===== src/rtl/acq_pkg.sv =====
// Shared definitions for the acquisition trigger controller.
//   ST_*            : FSM state encoding, also exported on the status port
//   ADDR_W_DEFAULT  : default sample-buffer address width (depth = 2^ADDR_W)
package acq_pkg;

    localparam int ADDR_W_DEFAULT = 12;

    // DONE is not a state of its own: it is ST_IDLE with the done flag set.
    typedef enum logic [1:0] {
        ST_IDLE      = 2'd0,
        ST_PREFILL   = 2'd1,
        ST_WAIT_TRIG = 2'd2,
        ST_POST      = 2'd3
    } acq_state_t;

endpackage


===== src/rtl/trig_detect.sv =====
// Level/edge trigger detector for the decimated sample stream.
// Ports:
//   clk, rst_n  : sample-domain clock, synchronous active-low reset
//   clr         : forget the previous sample (start or cancel of a capture)
//   sample_en   : a sample is being accepted this cycle
//   data        : current sample
//   trig_level  : unsigned threshold
//   trig_rising : 1 = rising-edge trigger, 0 = falling-edge trigger
//   hit         : combinational, high only on an accepted sample that crosses
module trig_detect (
    input  logic       clk,
    input  logic       rst_n,
    input  logic       clr,
    input  logic       sample_en,
    input  logic [7:0] data,
    input  logic [7:0] trig_level,
    input  logic       trig_rising,
    output logic       hit
);

    logic [7:0] prev;
    logic       prev_valid;

    // NOTE: reset is synchronous, so it lives inside the clocked branch and
    // rst_n does not appear in the sensitivity list.
    always_ff @(posedge clk) begin
        if (!rst_n) begin
            prev       <= '0;
            prev_valid <= 1'b0;
        end else if (clr) begin
            prev_valid <= 1'b0;
        end else if (sample_en) begin
            prev       <= data;
            prev_valid <= 1'b1;
        end
    end

    // Without a valid previous sample there is no edge, so the first sample
    // after arm can never trigger even if it is already past the level.
    always_comb begin
        logic rise;
        logic fall;
        rise = (prev < trig_level) && (data >= trig_level);
        fall = (prev > trig_level) && (data <= trig_level);
        hit  = sample_en && prev_valid && (trig_rising ? rise : fall);
    end

endmodule


===== src/rtl/acq_trigger_ctrl.sv =====
// Capture sequencer between the decimating ADC front end and the sample
// ring buffer: pre-trigger fill, trigger wait, post-trigger fill.
// Ports:
//   adc_clk, adc_rst_n     : sample clock, synchronous active-low reset
//   decim_clk, adc_data    : one-cycle sample strobe and its 8-bit sample
//   arm, abort, force_trig : control pulses
//   trig_level, trig_rising: live trigger settings
//   pretrig_len            : samples kept before the trigger, latched at arm
//   wr_en, wr_addr, wr_data: buffer write port, one cycle after the strobe
//   trig_addr              : ring address of the trigger sample
//   busy, done, state      : status
module acq_trigger_ctrl
    import acq_pkg::*;
#(
    parameter int ADDR_W = ADDR_W_DEFAULT
) (
    input  logic              adc_clk,
    input  logic              adc_rst_n,
    input  logic              decim_clk,
    input  logic [7:0]        adc_data,
    input  logic              arm,
    input  logic              abort,
    input  logic              force_trig,
    input  logic [7:0]        trig_level,
    input  logic              trig_rising,
    input  logic [ADDR_W-1:0] pretrig_len,
    output logic              wr_en,
    output logic [ADDR_W-1:0] wr_addr,
    output logic [7:0]        wr_data,
    output logic [ADDR_W-1:0] trig_addr,
    output logic              busy,
    output logic              done,
    output logic [1:0]        state
);

    localparam logic [ADDR_W-1:0] ADDR_ONE = ADDR_W'(1);

    acq_state_t        st, st_next;
    logic              done_next;
    logic [ADDR_W-1:0] ptr;
    logic [ADDR_W-1:0] cnt;
    logic [ADDR_W-1:0] pl_q;
    logic [ADDR_W-1:0] post_len;
    logic              force_pend;
    logic              arm_ok;
    logic              sample_en;
    logic              hit;
    logic              fire;

    assign arm_ok    = arm && !abort && (st == ST_IDLE);
    // A strobe caught by an abort is dropped, so nothing is written after it.
    assign sample_en = decim_clk && (st != ST_IDLE) && !abort;
    assign fire      = sample_en && (st == ST_WAIT_TRIG) && (hit || force_pend);
    // depth-1-pl is the bitwise complement of pl within ADDR_W bits.
    assign post_len  = ~pl_q;

    assign busy  = (st != ST_IDLE);
    assign state = st;

    trig_detect u_trig_detect (
        .clk         (adc_clk),
        .rst_n       (adc_rst_n),
        .clr         (arm_ok || abort),
        .sample_en   (sample_en),
        .data        (adc_data),
        .trig_level  (trig_level),
        .trig_rising (trig_rising),
        .hit         (hit)
    );

    // NOTE: every signal assigned here gets a default first; leaving one
    // unassigned on some path would infer a latch.
    always_comb begin
        st_next   = st;
        done_next = done;
        if (abort) begin
            st_next   = ST_IDLE;
            done_next = 1'b0;
        end else begin
            case (st)
                ST_IDLE: begin
                    if (arm) begin
                        done_next = 1'b0;
                        st_next   = (pretrig_len != '0) ? ST_PREFILL : ST_WAIT_TRIG;
                    end
                end
                ST_PREFILL: begin
                    if (sample_en && (cnt + ADDR_ONE == pl_q))
                        st_next = ST_WAIT_TRIG;
                end
                ST_WAIT_TRIG: begin
                    if (fire) begin
                        if (post_len == '0) begin
                            st_next   = ST_IDLE;
                            done_next = 1'b1;
                        end else begin
                            st_next = ST_POST;
                        end
                    end
                end
                ST_POST: begin
                    if (sample_en && (cnt == ADDR_ONE)) begin
                        st_next   = ST_IDLE;
                        done_next = 1'b1;
                    end
                end
                default: st_next = ST_IDLE;
            endcase
        end
    end

    // NOTE: clocked state uses non-blocking assignments so every register
    // samples the pre-edge values, independent of statement order.
    always_ff @(posedge adc_clk) begin
        if (!adc_rst_n) begin
            st   <= ST_IDLE;
            done <= 1'b0;
        end else begin
            st   <= st_next;
            done <= done_next;
        end
    end

    always_ff @(posedge adc_clk) begin
        if (!adc_rst_n) begin
            wr_en      <= 1'b0;
            wr_addr    <= '0;
            wr_data    <= '0;
            trig_addr  <= '0;
            ptr        <= '0;
            cnt        <= '0;
            pl_q       <= '0;
            force_pend <= 1'b0;
        end else begin
            wr_en <= sample_en;

            if (sample_en) begin
                wr_addr <= ptr;
                wr_data <= adc_data;
                ptr     <= ptr + ADDR_ONE;
            end

            if (arm_ok) begin
                ptr  <= '0;
                cnt  <= '0;
                pl_q <= pretrig_len;
            end else if (sample_en) begin
                if (st == ST_PREFILL)
                    cnt <= cnt + ADDR_ONE;
                else if (fire)
                    cnt <= post_len;
                else if (st == ST_POST)
                    cnt <= cnt - ADDR_ONE;
            end

            if (fire)
                trig_addr <= ptr;

            // A force arriving on the trigger cycle itself stays pending;
            // it is harmless because the next arm clears it.
            if (arm_ok || abort)
                force_pend <= 1'b0;
            else if (force_trig)
                force_pend <= 1'b1;
            else if (fire)
                force_pend <= 1'b0;
        end
    end

endmodule


===== config.mk =====
export PLATFORM = sky130hd
export DESIGN_NAME = acq_trigger_ctrl
export DESIGN_NICKNAME = d
export VERILOG_FILES = /design/src/rtl/acq_pkg.sv /design/src/rtl/trig_detect.sv /design/src/rtl/acq_trigger_ctrl.sv
export SDC_FILE = /design/constraint.sdc
export NUM_CORES = 1
export LEC_CHECK = 0
export CAP_MARGIN = 20
export CORE_UTILIZATION = 55
export CTS_BUF_LIST = sky130_fd_sc_hd__clkbuf_2 sky130_fd_sc_hd__clkbuf_4 sky130_fd_sc_hd__clkbuf_8
export DETAILED_ROUTE_END_ITERATION = 8
export PLACE_DENSITY_LB_ADDON = 0.2
export RECOVER_POWER = 50
export REMOVE_ABC_BUFFERS = 1
export SLEW_MARGIN = 20
export SYNTH_ARGS = -nofsm -noshare
export SYNTH_HDL_FRONTEND = slang
export SYNTH_SLANG_ARGS = --single-unit

===== constraint.sdc =====
create_clock -name adc_clk -period 7.3 [get_ports adc_clk]
set_input_delay 0.73 -clock adc_clk [delete_from_list [all_inputs] [get_ports adc_clk]]
set_output_delay 0.73 -clock adc_clk [all_outputs]
set_load 0.01 [all_outputs]

## After elaboration in Yosys (flattened, before gate mapping)

Index checks and enable logic that the tools add are counted.

- Multiply operators: 0
- Add/subtract/negate cells: 3
- Bitwise operators: 3
- $lt $le $gt $ge: 4
- Eq/ne operators: 10
- Shifts and indexed selects: 0
- Muxes and demuxes: 18
- Reduce and logical (&&, ||, !) cells: 29
- Divide/modulo/power cells: 0

Operators with widths:

| operator | count |
|---|---|
| 2-to-1 mux 12 bit | 3 |
| adder 12 x 1 -> 12 bit (second input constant) | 2 |
| == test 12 x 1 -> 1 bit (second input constant) | 1 |
| == test 12 bit | 1 |
| logical AND 1 bit | 12 |
| zero test 12 bit | 1 |
| 2-to-1 mux 2 bit | 6 |
| NOT 12 bit | 1 |
| nonzero test 12 bit | 1 |
| subtractor 12 x 1 -> 12 bit (second input constant) | 1 |
| >= comparator 8 bit | 1 |
| greater-than comparator 8 bit | 1 |
| less-or-equal comparator 8 bit | 1 |
| < comparator 8 bit | 1 |
| != test 2 bit (second input constant) | 4 |
| case mux 2 bit (4 select lines) | 1 |
| 2-to-1 mux 1 bit | 7 |
| nonzero test 3 bit | 2 |
| OR reduction 2 bit | 3 |
| AND reduction 5 bit | 1 |
| == test 2 bit (second input constant) | 2 |
| AND reduction 2 bit | 2 |
| AND reduction 4 bit | 1 |
| nonzero test 2 bit | 2 |
| 7 further kinds | 9 |

- Register bits after elaboration: 82
- Bits in read-only memories: 0
- Input bits: 35
- Memories kept: 0
- Output and inout port bits: 37
- Memory bits (writable): 0
- Logic and storage cells: 79
- Bits in latches: 0

## Longest topological paths before layout

- Word-level depth: 9
- Mapped depth: 12
- Mapped depth without buffers: 10

## Hierarchy

A second synthesis with hierarchy kept.

- Cell total of the unflattened synthesis: 584
- Area, all modules: 4683.2 um2

Modules (own cells, without submodules):

| module | sequential area each (um2) | area an instance (um2) | times used | cells each |
|---|---|---|---|---|
| acq_trigger_ctrl | 1461.4 | 3930.0 | 1 | 497 |
| trig_detect | 180.2 | 753.2 | 1 | 87 |

## Worst setup path before layout

Ideal clock, no wire load.

- Path type: input to register
- Start: input trig_level[1]
- End: register cnt[10]
- Data required time: 7.174 ns
- Setup slack: 4.498 ns
- Stages: 11
- Setup time: 0.126 ns
- Buffers on the path: 1
- Arrival time: 2.676 ns
- Path through: inv_1 -> ha_1 -> nor2b_1 -> o211ai_2 -> a21oi_1 -> o2111a_1 -> or3_1 -> buf_6 -> o2111a_1 -> a22oi_1 -> o22ai_1

- Word-level cells in the longest chain between the ends: 8
- Elaborated cells between the ends (all ways): 14
- Those cells by class: order compare: 4; mux: 3; reduce/logical: 7

Ends and longest elaborated chain:

| item | line | RTL |
|---|---|---|
| start: declaration | acq_trigger_ctrl.sv:24 | `input logic [7:0] trig_level,` |
| greater-than comparator 8 bit, or another cell as far along | trig_detect.sv:44 | `fall = (prev > trig_level) && (data <= trig_level);` |
| logical AND 1 bit, on equally long branches | trig_detect.sv:44, trig_detect.sv:43 |  |
| 2-to-1 mux 1 bit (*) | trig_detect.sv:45 | `hit = sample_en && prev_valid && (trig_rising ? rise : fall);` |
| logical AND 1 bit (*) | trig_detect.sv:45 |  |
| logical OR 1 bit (*) | acq_trigger_ctrl.sv:53 | `assign fire = sample_en && (st == ST_WAIT_TRIG) && (hit \|\| force_pend);` |
| logical AND 1 bit (*) | acq_trigger_ctrl.sv:53 |  |
| nonzero test 3 bit (no source line) or 2-to-1 mux 12 bit (tied branches) | -- |  |
| AND reduction 2 bit (no source line) or 2-to-1 mux 12 bit (tied branches) | -- |  |
| end signal: assignment | acq_trigger_ctrl.sv:149 | `cnt <= cnt + ADDR_ONE;` |
| end signal: assignment | acq_trigger_ctrl.sv:151 | `cnt <= post_len;` |
| end signal: assignment | acq_trigger_ctrl.sv:153 | `cnt <= cnt - ADDR_ONE;` |
| end: declaration | acq_trigger_ctrl.sv:41 | `logic [ADDR_W-1:0] cnt;` |

Every way passes the cells marked *; elsewhere a longest branch is shown, timed or not.
A chain may end at the register's enable or synchronous reset.

## Worst setup path in the final report

- Start: input abort
- End: register st[0] (netlist: state[0])

- Word-level cells in the longest chain between the ends: 8
- Elaborated cells between the ends (all ways): 14
- Those cells by class: eq/ne: 3; reduce/logical: 11

Ends and longest elaborated chain:

| item | line | RTL |
|---|---|---|
| start: declaration | acq_trigger_ctrl.sv:22 | `input logic abort,` |
| zero test 1 bit | acq_trigger_ctrl.sv:52 | `assign sample_en = decim_clk && (st != ST_IDLE) && !abort;` |
| logical AND 1 bit | acq_trigger_ctrl.sv:52 |  |
| logical AND 1 bit (2 in series) | trig_detect.sv:45 |  |
| logical OR 1 bit | acq_trigger_ctrl.sv:53 |  |
| logical AND 1 bit | acq_trigger_ctrl.sv:53 |  |
| != test 2 bit (no source line) | -- |  |
| AND reduction 4 bit (no source line) | -- |  |
| end signal: assignment | acq_trigger_ctrl.sv:119 | `st <= st_next;` |
| end: declaration | acq_trigger_ctrl.sv:38 | `acq_state_t st, st_next;` |

Parallel ways exist; a longest one is shown, timed or not.

==> metrics.cfg <==
[outcome]
status = finished, final reports clean

[floorplan]
row_count = 32
die_w_um = 93.4
dieArea_mm2 = 0.00872
design.core.area_mm2 = 0.00789
ios = 72
die_h_um = 93.4
initial_core_util = 0.582

[global_route]
grt_pass1_vias = 3968
grt_pass1_wl_um = 19200
antenna_found_initial = 0
grt_max_degree = 58
grtUsageTotal = 0.282
overflow = 0

[job]
drv_cap = 0

[final_layout]
layout_commonest_cell = nand2_1
register_area_mm2 = 0.00164
design_area_mm2 = 0.00551
multi_input_area_mm2 = 0.00272
finalNetCount = 677
drive_above_1_share = 0.0478
final_cell_mix = nand2_1, dfxtp_1, a21boi_0
syn_to_final_growth_pct = 19.9
fill_cells = 689
antenna_cells = 0

[yosys]
yosys_warnings = 0
avgSynthCellArea_um2 = 7.97
synth-edff-count = 0
netlist_area_mm2 = 0.00459
ys_ff_latch = 82
async_reset_ff_frac = 0
synthCells = 576
synth_cell_types = 62
ys.flop_type = dfxtp_1
seq_area_frac_synth = 0.357

[critical_path]
cp_max_fo = 28
endpoint_kind = flop
critical_path_class = input pin to flop
start_kind = input pin
cp.required_ps = 7530
arrival_ps = 4690

[clocking]
cts_sinks = 82
clock_latency_ps = 350
cts_buffers = 9
clockBufferDepth = 2
cts_tree = yes
ctsHoldBuffers = 0
clk_pin_slew_ps = 90
ctsHtreeMaxLevel = 3
cts-root-buf = clkbuf_8
post_cts_resized = 0
post_cts_buffers = 0

[sta]
fmax_mhz = 224
grt_setup_unrepaired = false
setup_viol_count_final = 0
fin_crit_sh = 0.611
finalHoldViolCount = 0
fin_crit_ps = 4460
tightestPinTransition_ps = 1400
relSlewSlack = 0.0675
tns_ps = 0
finalWorstSetupSlack_ps = 2840
maxSlewViolCount = 0
finalClockSkew_ps = 9.12

[place]
placed_area_mm2 = 0.00528
dp_slack_ps = 3060
place_congestion = 0.877
dp_hpwl_um = 8340
io_buffers = 71

[pwr]
p_per_area_mw_per_mm2 = 171
p_sw_mw = 0.233
swShare = 0.248
seqPwrFrac = 0.492
p_leak_nw = 2.14
vdd_drop_max_mv = 0.101
power.internal_mw = 0.707
p_clk_frac = 0.405
comb_power_share = 0.103

[drt]
viasPerCell = 5.79
drt_first_pass_iters = 4
drtIter0Drc = 216
dr_total_vias = 4219
antenna_left = 0
wl_per_cell_um = 16.1
drc = 0
wirelength_um = 11700

[min_path]
hp-class = flop to flop

==> kinds of logic after synthesis <==
group | after synthesis | synth area share
simple gates | 243 | 0.238
compound gates | 133 | 0.213
flops | 82 | 0.357
buf+inv | 55 | 0.0512
xor+xnor | 40 | 0.0793
fa+ha+maj | 20 | 0.0545
mux | 3 | 0.00654
==> synth_stat cells (3+ instances only) <==
master / count / area, um2
xor2_1: 19 / 166
and2_1: 4 / 25.0
o211ai_1: 3 / 22.5
a31oi_1: 4 / 25.0
nand2b_1: 5 / 31.3
o21ai_0: 13 / 65.1
clkbuf_1: 26 / 97.6
ha_1: 20 / 250
dfxtp_1: 82 / 1640
nand4_1: 13 / 81.3
a21boi_1: 10 / 75.1
nor3_1: 8 / 40.0
nand3_1: 16 / 80.1
o21a_1: 4 / 30.0
o31ai_1: 3 / 22.5
and3_1: 3 / 18.8
nor2_1: 34 / 128
o211a_1: 3 / 30.0
inv_1: 15 / 56.3
o21ai_1: 6 / 30.0
or3_1: 5 / 31.3
a21boi_0: 42 / 315
a21oi_1: 12 / 60.1
xnor2_1: 20 / 175
nor2b_1: 9 / 56.3
mux2i_1: 3 / 30.0
o22ai_1: 3 / 18.8
a311oi_1: 3 / 26.3
buf_2: 8 / 40.0
nand2_1: 129 / 484
nor4_1: 7 / 43.8
==> worst max-delay path, stage by stage <==
cell and delay [ps]:
dlygate4sd3_1 570, nor2b_1 730, and2_0 250, clkbuf_1 1030
nand4_1 240, a311oi_1 330, nand4_1 130, o31ai_1 430
nor2b_1 190, nor3_1 60
==> stage by stage <==
stage               power (mW)  hold slack (ps)  utilization  instances
finish                   0.940              451        0.698        729
global route             0.973              477        0.698        729
CTS                      0.945              456        0.699        729
detailed placement       0.569              444        0.669        713
global placement         0.567              443        0.669        713
floorplan                0.524              443            -        537
==> power by group through the flow <==
| stage | registers [mW] | logic [mW] | clock network, mW |
|---|---|---|---|
| detailed placement | 0.473 | 0.0964 | 0 |
| global route | 0.463 | 0.107 | 0.402 |
| CTS | 0.462 | 0.0972 | 0.386 |
| finish | 0.463 | 0.0967 | 0.380 |
| floorplan | 0.470 | 0.0546 | 0 |
| global placement | 0.473 | 0.0944 | 0 |
==> layout make-up <==
class,instances,share of cell area
Clock buffer,10,0.0250
Clock inverter,6,0.0175
Inverter,16,0.0109
Multi-Input combinational cell,439,0.493
Sequential cell,82,0.298
Tap cell,102,0.0232
Timing Repair Buffer,74,0.132
==> sequential cells by signal, summed over array words and instances, names as in the netlist <==
signal / flops
cnt: 12
done: 1
force_pend: 1
pl_q: 12
ptr: 12
state: 2
trig_addr: 12
u_trig_detect.prev: 8
u_trig_detect.prev_valid: 1
wr_addr: 12
wr_data: 8
wr_en: 1
==> path summary, 6_finish.rpt <==
| kind | slack (ps) | start | to | depth (start not counted) |
|---|---|---|---|---|
| setup / recovery | 2840 | abort | state[0] | 10 |
| hold / removal | 450 | trig_addr[10] | trig_addr[10] | 2 |
| setup reg to reg | 3590 | state[1] | state[0] | 10 |
| hold reg to reg | 450 | trig_addr[10] | trig_addr[10] | 2 |
==> metal layers <==
metal,wire [um],share of wire,vias up,global-route usage
met1,5120,0.44,1991,0.355
met2,5790,0.49,128,0.493
met4,171,0.015,0,0.0897
li1,-,-,2086,-
met3,631,0.054,14,0.0423
met5,0,0,-,0
No activity file was read; power rests on OpenSTA's default activity.
